$ cat config.mk
export PLATFORM = sky130hd
export DESIGN_NAME = instr_fetch_stage
export DESIGN_NICKNAME = d
export VERILOG_FILES = /design/src/rtl/instr_fetch_stage.sv
export SDC_FILE = /design/constraint.sdc
export NUM_CORES = 1
export LEC_CHECK = 0
export CAP_MARGIN = 30
export CORE_UTILIZATION = 44
export CTS_CLUSTER_DIAMETER = 60
export DETAILED_ROUTE_END_ITERATION = 6
export GPL_TIMING_DRIVEN = 0
export PLACE_DENSITY = 0.83
export SLEW_MARGIN = 40
export SYNTH_ARGS = -nofsm -noshare
export SYNTH_HDL_FRONTEND = slang
export SYNTH_SLANG_ARGS = --single-unit
$ cat constraint.sdc
create_clock -name clk -period 8.3 [get_ports clk]
set_input_delay 2.075 -clock clk [delete_from_list [all_inputs] [get_ports clk]]
set_output_delay 2.075 -clock clk [all_outputs]
set_load 0.05 [all_outputs]
$ cat src/rtl/instr_fetch_stage.sv
// Instruction fetch stage: drives the PC register, talks to instruction memory
// over req/ack, and fills the IF/ID register through a one-entry skid buffer.
module instr_fetch_stage #(
  parameter int unsigned          ADDR_W    = 32,
  parameter int unsigned          DATA_W    = 32,
  parameter int unsigned          PC_STEP   = 4,
  parameter logic [DATA_W-1:0]    NOP_INSTR = 32'h00000000
) (
  input  logic              clk,
  input  logic              reset,
  input  logic [ADDR_W-1:0] pc,
  output logic [ADDR_W-1:0] pc_next,
  output logic              pc_hold,
  input  logic              redirect,
  input  logic [ADDR_W-1:0] redirect_pc,
  input  logic              id_stall,
  output logic              imem_req,
  output logic [ADDR_W-1:0] imem_addr,
  input  logic              imem_ack,
  input  logic [DATA_W-1:0] imem_rdata,
  output logic              ifid_valid,
  output logic [DATA_W-1:0] ifid_instr,
  output logic [ADDR_W-1:0] ifid_pc,
  output logic [ADDR_W-1:0] ifid_pc_plus4
);

  typedef enum logic [1:0] {IDLE, FETCH, HOLD, DISCARD} state_t;

  localparam logic [ADDR_W-1:0] STEP = ADDR_W'(PC_STEP);

  state_t              state_q, state_d;
  logic                ifid_valid_q, ifid_valid_d;
  logic [DATA_W-1:0]   ifid_instr_q, ifid_instr_d;
  logic [ADDR_W-1:0]   ifid_pc_q, ifid_pc_d;
  logic [ADDR_W-1:0]   ifid_pc_plus4_q, ifid_pc_plus4_d;
  logic                skid_valid_q, skid_valid_d;
  logic [DATA_W-1:0]   skid_instr_q, skid_instr_d;
  logic [ADDR_W-1:0]   skid_pc_q, skid_pc_d;
  logic [ADDR_W-1:0]   req_addr_q, req_addr_d;

  logic                req_c;
  logic                hold_c;
  logic                ack;
  logic                blocked;
  logic [ADDR_W-1:0]   pc_plus_step;

  assign pc_plus_step = pc + STEP;
  assign pc_next      = redirect ? redirect_pc : pc_plus_step;
  assign blocked      = ifid_valid_q & id_stall;
  assign ack          = imem_ack & req_c;

  // Reset forces a quiet bus and a frozen PC regardless of the other inputs.
  assign imem_req      = reset & req_c;
  assign pc_hold       = ~reset | hold_c;
  assign ifid_valid    = ifid_valid_q;
  assign ifid_instr    = ifid_instr_q;
  assign ifid_pc       = ifid_pc_q;
  assign ifid_pc_plus4 = ifid_pc_plus4_q;

  always_comb begin
    state_d         = state_q;
    ifid_valid_d    = ifid_valid_q;
    ifid_instr_d    = ifid_instr_q;
    ifid_pc_d       = ifid_pc_q;
    ifid_pc_plus4_d = ifid_pc_plus4_q;
    skid_valid_d    = skid_valid_q;
    skid_instr_d    = skid_instr_q;
    skid_pc_d       = skid_pc_q;
    req_addr_d      = req_addr_q;
    req_c           = 1'b0;
    hold_c          = 1'b1;
    imem_addr       = pc;

    // Decode consumes the IF/ID contents whenever it is not stalling.
    if (!id_stall) begin
      ifid_valid_d = 1'b0;
    end

    case (state_q)
      IDLE: begin
        state_d = FETCH;
      end
      FETCH: begin
        req_c      = 1'b1;
        req_addr_d = pc;
        if (ack) begin
          hold_c = 1'b0;
          if (!blocked) begin
            ifid_valid_d    = 1'b1;
            ifid_instr_d    = imem_rdata;
            ifid_pc_d       = pc;
            ifid_pc_plus4_d = pc_plus_step;
          end else begin
            skid_valid_d = 1'b1;
            skid_instr_d = imem_rdata;
            skid_pc_d    = pc;
            state_d      = HOLD;
          end
        end
      end
      HOLD: begin
        if (!id_stall) begin
          ifid_valid_d    = skid_valid_q;
          ifid_instr_d    = skid_instr_q;
          ifid_pc_d       = skid_pc_q;
          ifid_pc_plus4_d = skid_pc_q + STEP;
          skid_valid_d    = 1'b0;
          state_d         = FETCH;
        end
      end
      DISCARD: begin
        // Keep the abandoned address on the bus until memory answers it.
        req_c     = 1'b1;
        imem_addr = req_addr_q;
        if (ack) begin
          state_d = FETCH;
        end
      end
      default: begin
        state_d = IDLE;
      end
    endcase

    if (redirect) begin
      hold_c       = 1'b0;
      ifid_valid_d = 1'b0;
      ifid_instr_d = NOP_INSTR;
      skid_valid_d = 1'b0;
      case (state_q)
        FETCH, DISCARD: state_d = ack ? FETCH : DISCARD;
        default:        state_d = FETCH;
      endcase
    end
  end

  always_ff @(posedge clk or negedge reset) begin
    if (!reset) begin
      state_q         <= IDLE;
      ifid_valid_q    <= 1'b0;
      ifid_instr_q    <= NOP_INSTR;
      ifid_pc_q       <= '0;
      ifid_pc_plus4_q <= '0;
      skid_valid_q    <= 1'b0;
      skid_instr_q    <= NOP_INSTR;
      skid_pc_q       <= '0;
      req_addr_q      <= '0;
    end else begin
      state_q         <= state_d;
      ifid_valid_q    <= ifid_valid_d;
      ifid_instr_q    <= ifid_instr_d;
      ifid_pc_q       <= ifid_pc_d;
      ifid_pc_plus4_q <= ifid_pc_plus4_d;
      skid_valid_q    <= skid_valid_d;
      skid_instr_q    <= skid_instr_d;
      skid_pc_q       <= skid_pc_d;
      req_addr_q      <= req_addr_d;
    end
  end

endmodule

==> flow_results.xml <==
<?xml version="1.0" encoding="UTF-8"?>
<metrics>
  <group name="outcome">
    <metric name="status" unit="">finished clean</metric>
  </group>
  <group name="place">
    <metric name="final_weighted_congestion_in_routability_driven_placement" unit="">0.896</metric>
    <metric name="port-buffer-count" unit="">251</metric>
    <metric name="hpwl" unit="um">22900</metric>
    <metric name="placed_cell_area" unit="mm^2">0.0131</metric>
  </group>
  <group name="critical_path">
    <metric name="timing.critical_path.to_type" unit="">output pin</metric>
    <metric name="rr_worst_depth" unit="">9</metric>
    <metric name="worstSetupStartpointType" unit="">primary input</metric>
    <metric name="arrival_time_worst_endpoint" unit="ns">5.44</metric>
    <metric name="regToRegEndpoint" unit="">ifid_pc_plus4[10]</metric>
    <metric name="timing.reg2reg.setup_slack" unit="ns">5.30</metric>
    <metric name="reg2reg_from" unit="">state_q[0]</metric>
    <metric name="timing.critical_path.required" unit="ns">6.23</metric>
    <metric name="critical_path.max_fanout" unit="">10</metric>
    <metric name="worstSetupPathType" unit="">primary input to output pin</metric>
  </group>
  <group name="timing">
    <metric name="slew-limit-headroom" unit="%">46.2</metric>
    <metric name="final_report_setup_violation_count" unit="">0</metric>
    <metric name="period_share" unit="%">90.5</metric>
    <metric name="rsz0062_at_grt" unit="">no</metric>
    <metric name="setup_total_negative_slack" unit="ns">0</metric>
    <metric name="timing_hold_violations_final" unit="">0</metric>
    <metric name="timing_max_transition_violations_final" unit="">0</metric>
    <metric name="worst-slew-pin-transition" unit="ns">0.808</metric>
    <metric name="skew" unit="ns">0.0105</metric>
    <metric name="fmax" unit="MHz">133</metric>
    <metric name="period_minus_slack" unit="ns">7.51</metric>
  </group>
  <group name="final_layout">
    <metric name="final_layout_size_suffix_gt1_share" unit="%">17.6</metric>
    <metric name="flow.area_growth_from_synthesis" unit="%">35.9</metric>
    <metric name="final_area" unit="mm^2">0.0138</metric>
    <metric name="finish.net_count" unit="">1300</metric>
  </group>
  <group name="job">
    <metric name="timing.max_cap.violations" unit="">0</metric>
  </group>
  <group name="worst_hold_path">
    <metric name="timing.hold.worst_path_depth" unit="">2</metric>
    <metric name="worstHoldEndpoint" unit="">ifid_pc[15]</metric>
    <metric name="hold_path.class" unit="">flop to flop</metric>
    <metric name="min_delay_startpoint" unit="">ifid_pc[15]</metric>
  </group>
  <group name="clock_network">
    <metric name="ctsRootBufferMaster" unit="">sky130_fd_sc_hd__clkbuf_16</metric>
    <metric name="numCtsBuffers" unit="">17</metric>
    <metric name="postCtsHoldBufs" unit="">0</metric>
    <metric name="clock_sinks" unit="">194</metric>
    <metric name="cts_tree" unit="">yes</metric>
    <metric name="htreeDepth" unit="">4</metric>
    <metric name="number_of_buffers_on_the_longest_clock_path" unit="">2</metric>
    <metric name="clk-insertion-delay-late" unit="ns">0.44</metric>
    <metric name="post_cts.repair.setup_buffers" unit="">0</metric>
    <metric name="cts.clk_slew.worst_paths" unit="ns">0.07</metric>
    <metric name="cts_resized" unit="">0</metric>
  </group>
  <group name="global_routing">
    <metric name="largest_net_degree_at_the_start_of_global_routing" unit="">76</metric>
    <metric name="antenna_violations_before_repair" unit="">1</metric>
    <metric name="overflow" unit="">0</metric>
    <metric name="grt_first_pass_wirelength" unit="um">48300</metric>
    <metric name="grt_pass1_vias" unit="">8516</metric>
    <metric name="aggregate_global_route_resource_usage" unit="%">26.9</metric>
  </group>
  <group name="pwr">
    <metric name="power.switching" unit="uW">2700</metric>
    <metric name="power.switching_fraction" unit="%">46.7</metric>
    <metric name="sequentialPowerShare" unit="%">29.6</metric>
    <metric name="power.leakage" unit="uW">0.00558</metric>
    <metric name="peakVddDrop" unit="mV">0.221</metric>
    <metric name="combPwrFrac" unit="%">54.2</metric>
    <metric name="clockPowerShare" unit="%">16.3</metric>
    <metric name="fin_total_pwr" unit="uW">5800</metric>
    <metric name="power.internal" unit="uW">3090</metric>
    <metric name="p_per_area" unit="mW/mm^2">421</metric>
  </group>
  <group name="floorplan">
    <metric name="die_area" unit="mm^2">0.0237</metric>
    <metric name="fp.dieH" unit="um">154</metric>
    <metric name="start_util" unit="%">44.8</metric>
    <metric name="io-pin-count" unit="">264</metric>
    <metric name="core-area" unit="mm^2">0.0226</metric>
    <metric name="die_w" unit="um">154</metric>
    <metric name="fp-row-count" unit="">55</metric>
  </group>
  <group name="logic_synthesis">
    <metric name="async_flop_share" unit="%">100</metric>
    <metric name="synth_cell_type_count" unit="">51</metric>
    <metric name="synth_area_per_cell" unit="um^2">11.0</metric>
    <metric name="synth_ff_type" unit="">sky130_fd_sc_hd__dfrtp_1</metric>
    <metric name="yosysWarningCount" unit="">0</metric>
    <metric name="synth.top_cells.by_area" unit="">sky130_fd_sc_hd__dfrtp_1 48%, sky130_fd_sc_hd__mux2_2 17%, sky130_fd_sc_hd__mux2i_1 7.7%</metric>
    <metric name="seq_area_frac_synth" unit="%">47.9</metric>
    <metric name="postSynthCellCount" unit="">921</metric>
    <metric name="synth_largest_area_cell" unit="">sky130_fd_sc_hd__dfrtp_1</metric>
    <metric name="yosys.cell_count.top_type" unit="">sky130_fd_sc_hd__dfrtp_1</metric>
    <metric name="post_synth_edffs" unit="">0</metric>
    <metric name="postSynthNetCount" unit="">1027</metric>
    <metric name="synth_area" unit="mm^2">0.0101</metric>
    <metric name="post_synth_most_frequent_cells" unit="">194 x sky130_fd_sc_hd__dfrtp_1, 152 x sky130_fd_sc_hd__mux2_2, 78 x sky130_fd_sc_hd__mux2i_1, 72 x sky130_fd_sc_hd__nand2_1, 58 x sky130_fd_sc_hd__o21ai_0</metric>
    <metric name="ys_seq_elements" unit="">194</metric>
    <metric name="synth_top_cell_area_share" unit="%">47.9</metric>
  </group>
  <group name="route">
    <metric name="wire_per_inst" unit="um">21.0</metric>
    <metric name="route.detailed.vias_per_inst" unit="">5.75</metric>
    <metric name="detailed_route_iter0_violations" unit="">658</metric>
    <metric name="postRouteWirelength" unit="um">31400</metric>
    <metric name="antenna_left" unit="">0</metric>
    <metric name="vias" unit="">8591</metric>
    <metric name="detail_route.first_pass.iterations" unit="">6</metric>
    <metric name="route.detailed.drc" unit="">0</metric>
  </group>
</metrics>
-- flip-flops by register name, summed over array words and instances (netlist names) --
signal / cells
skid_pc_q: 32
ifid_pc_plus4: 30
skid_valid_q: 1
ifid_pc: 32
ifid_instr: 32
req_addr_q: 32
skid_instr_q: 32
ifid_valid: 1
state_q: 2
-- area by class of cell --
type | count | area [um^2]
fillers | 1787 | 8860
inverters | 15 | 56.3
plain buffers | 77 | 318
well taps | 285 | 357
multi-input cells | 635 | 4940
repair buffers | 254 | 2580
clock inverters | 13 | 219
flip-flops and latches | 194 | 4850
clock buffers | 19 | 453
diodes | 1 | 2.50
-- cells by family after synthesis --
kind of cell | Yosys count | synth area share (%)
multiplexers | 230 | 24.6
AND/OR/NAND/NOR | 218 | 10.7
flip-flops | 194 | 47.9
AO/OA/AOI/OAI | 139 | 8.88
buffers and inverters | 92 | 3.65
XOR/XNOR | 43 | 3.71
adder cells (fa/ha/maj) | 5 | 0.617
-- stage by stage --
stage	hold WS (ns)	setup slack, ns	util (%)	cells
floorplan	0.475	2.03	-	921
global placement	0.463	-4.57	57.5	1457
detailed placement	0.469	0.834	57.9	1460
CTS	0.486	0.825	60.8	1492
global route	0.506	0.580	60.9	1493
finish	0.481	0.785	60.9	1493
-- placed cells by master, fill, tap and decap left out, types with 5 or more instances in the layout --
cell                              count
sky130_fd_sc_hd__nand3_1             19
sky130_fd_sc_hd__nand2_1             72
sky130_fd_sc_hd__xor2_1              18
sky130_fd_sc_hd__and3_1               7
sky130_fd_sc_hd__o21ai_0             58
sky130_fd_sc_hd__clkbuf_16           17
sky130_fd_sc_hd__a211oi_1            33
sky130_fd_sc_hd__nor2_1              49
sky130_fd_sc_hd__o31ai_1              5
sky130_fd_sc_hd__or4_1                5
sky130_fd_sc_hd__mux2i_1             78
sky130_fd_sc_hd__inv_1               15
sky130_fd_sc_hd__nor3_1              10
sky130_fd_sc_hd__clkbuf_1            51
sky130_fd_sc_hd__xnor2_1             25
sky130_fd_sc_hd__nor4_1              11
sky130_fd_sc_hd__dfrtp_1            194
sky130_fd_sc_hd__and4_1               6
sky130_fd_sc_hd__a221o_1              8
sky130_fd_sc_hd__clkdlybuf4s50_1    250
sky130_fd_sc_hd__bufinv_16            5
sky130_fd_sc_hd__ha_1                 5
sky130_fd_sc_hd__buf_1               12
sky130_fd_sc_hd__mux2_2             152
sky130_fd_sc_hd__nand4_1             23
sky130_fd_sc_hd__buf_2                8
sky130_fd_sc_hd__a21oi_1             15
-- power groups by stage --
stage	registers (uW)	clock network (uW)	logic, uW
2_1_floorplan	2380	0	1380
3_3_place_gp	1690	0	3090
3_5_place_dp	1720	0	3140
4_1_cts	1700	950	3150
5_1_grt	1760	986	3300
6_report	1710	942	3140
-- worst max path at each step --
stage / start / endpoint / slack [ns] / cells after the start
6_report: pc[7] / pc_next[31] / 0.79 / 8
5_1_grt: pc[7] / pc_next[29] / 0.58 / 8
4_1_cts: pc[17] / pc_next[29] / 0.83 / 8
3_5_place_dp: pc[17] / pc_next[29] / 0.83 / 8
3_3_place_gp: reset / pc_hold / -4.57 / 3
2_1_floorplan: pc[10] / pc_next[20] / 2.03 / 6
-- routing by layer --
metal | vias up | global-route usage [%] | wire (um)
met3 | 64 | 6.60 | 2340
met1 | 4274 | 34.0 | 13000
met2 | 382 | 43.6 | 15000
met4 | 0 | 12.1 | 1090
li1 | 3871 | - | -
met5 | - | 0 | 0
-- critical path, cell delays in order --
cell	delay, ns
sky130_fd_sc_hd__clkdlybuf4s50_1	0.65
sky130_fd_sc_hd__nand4_1	0.28
sky130_fd_sc_hd__clkbuf_1	0.32
sky130_fd_sc_hd__nor4_1	0.48
sky130_fd_sc_hd__nand4_1	0.17
sky130_fd_sc_hd__xnor2_1	0.40
sky130_fd_sc_hd__mux2_2	0.23
sky130_fd_sc_hd__clkdlybuf4s50_1	0.82
Note: power is estimated with default switching activity, not from simulation.
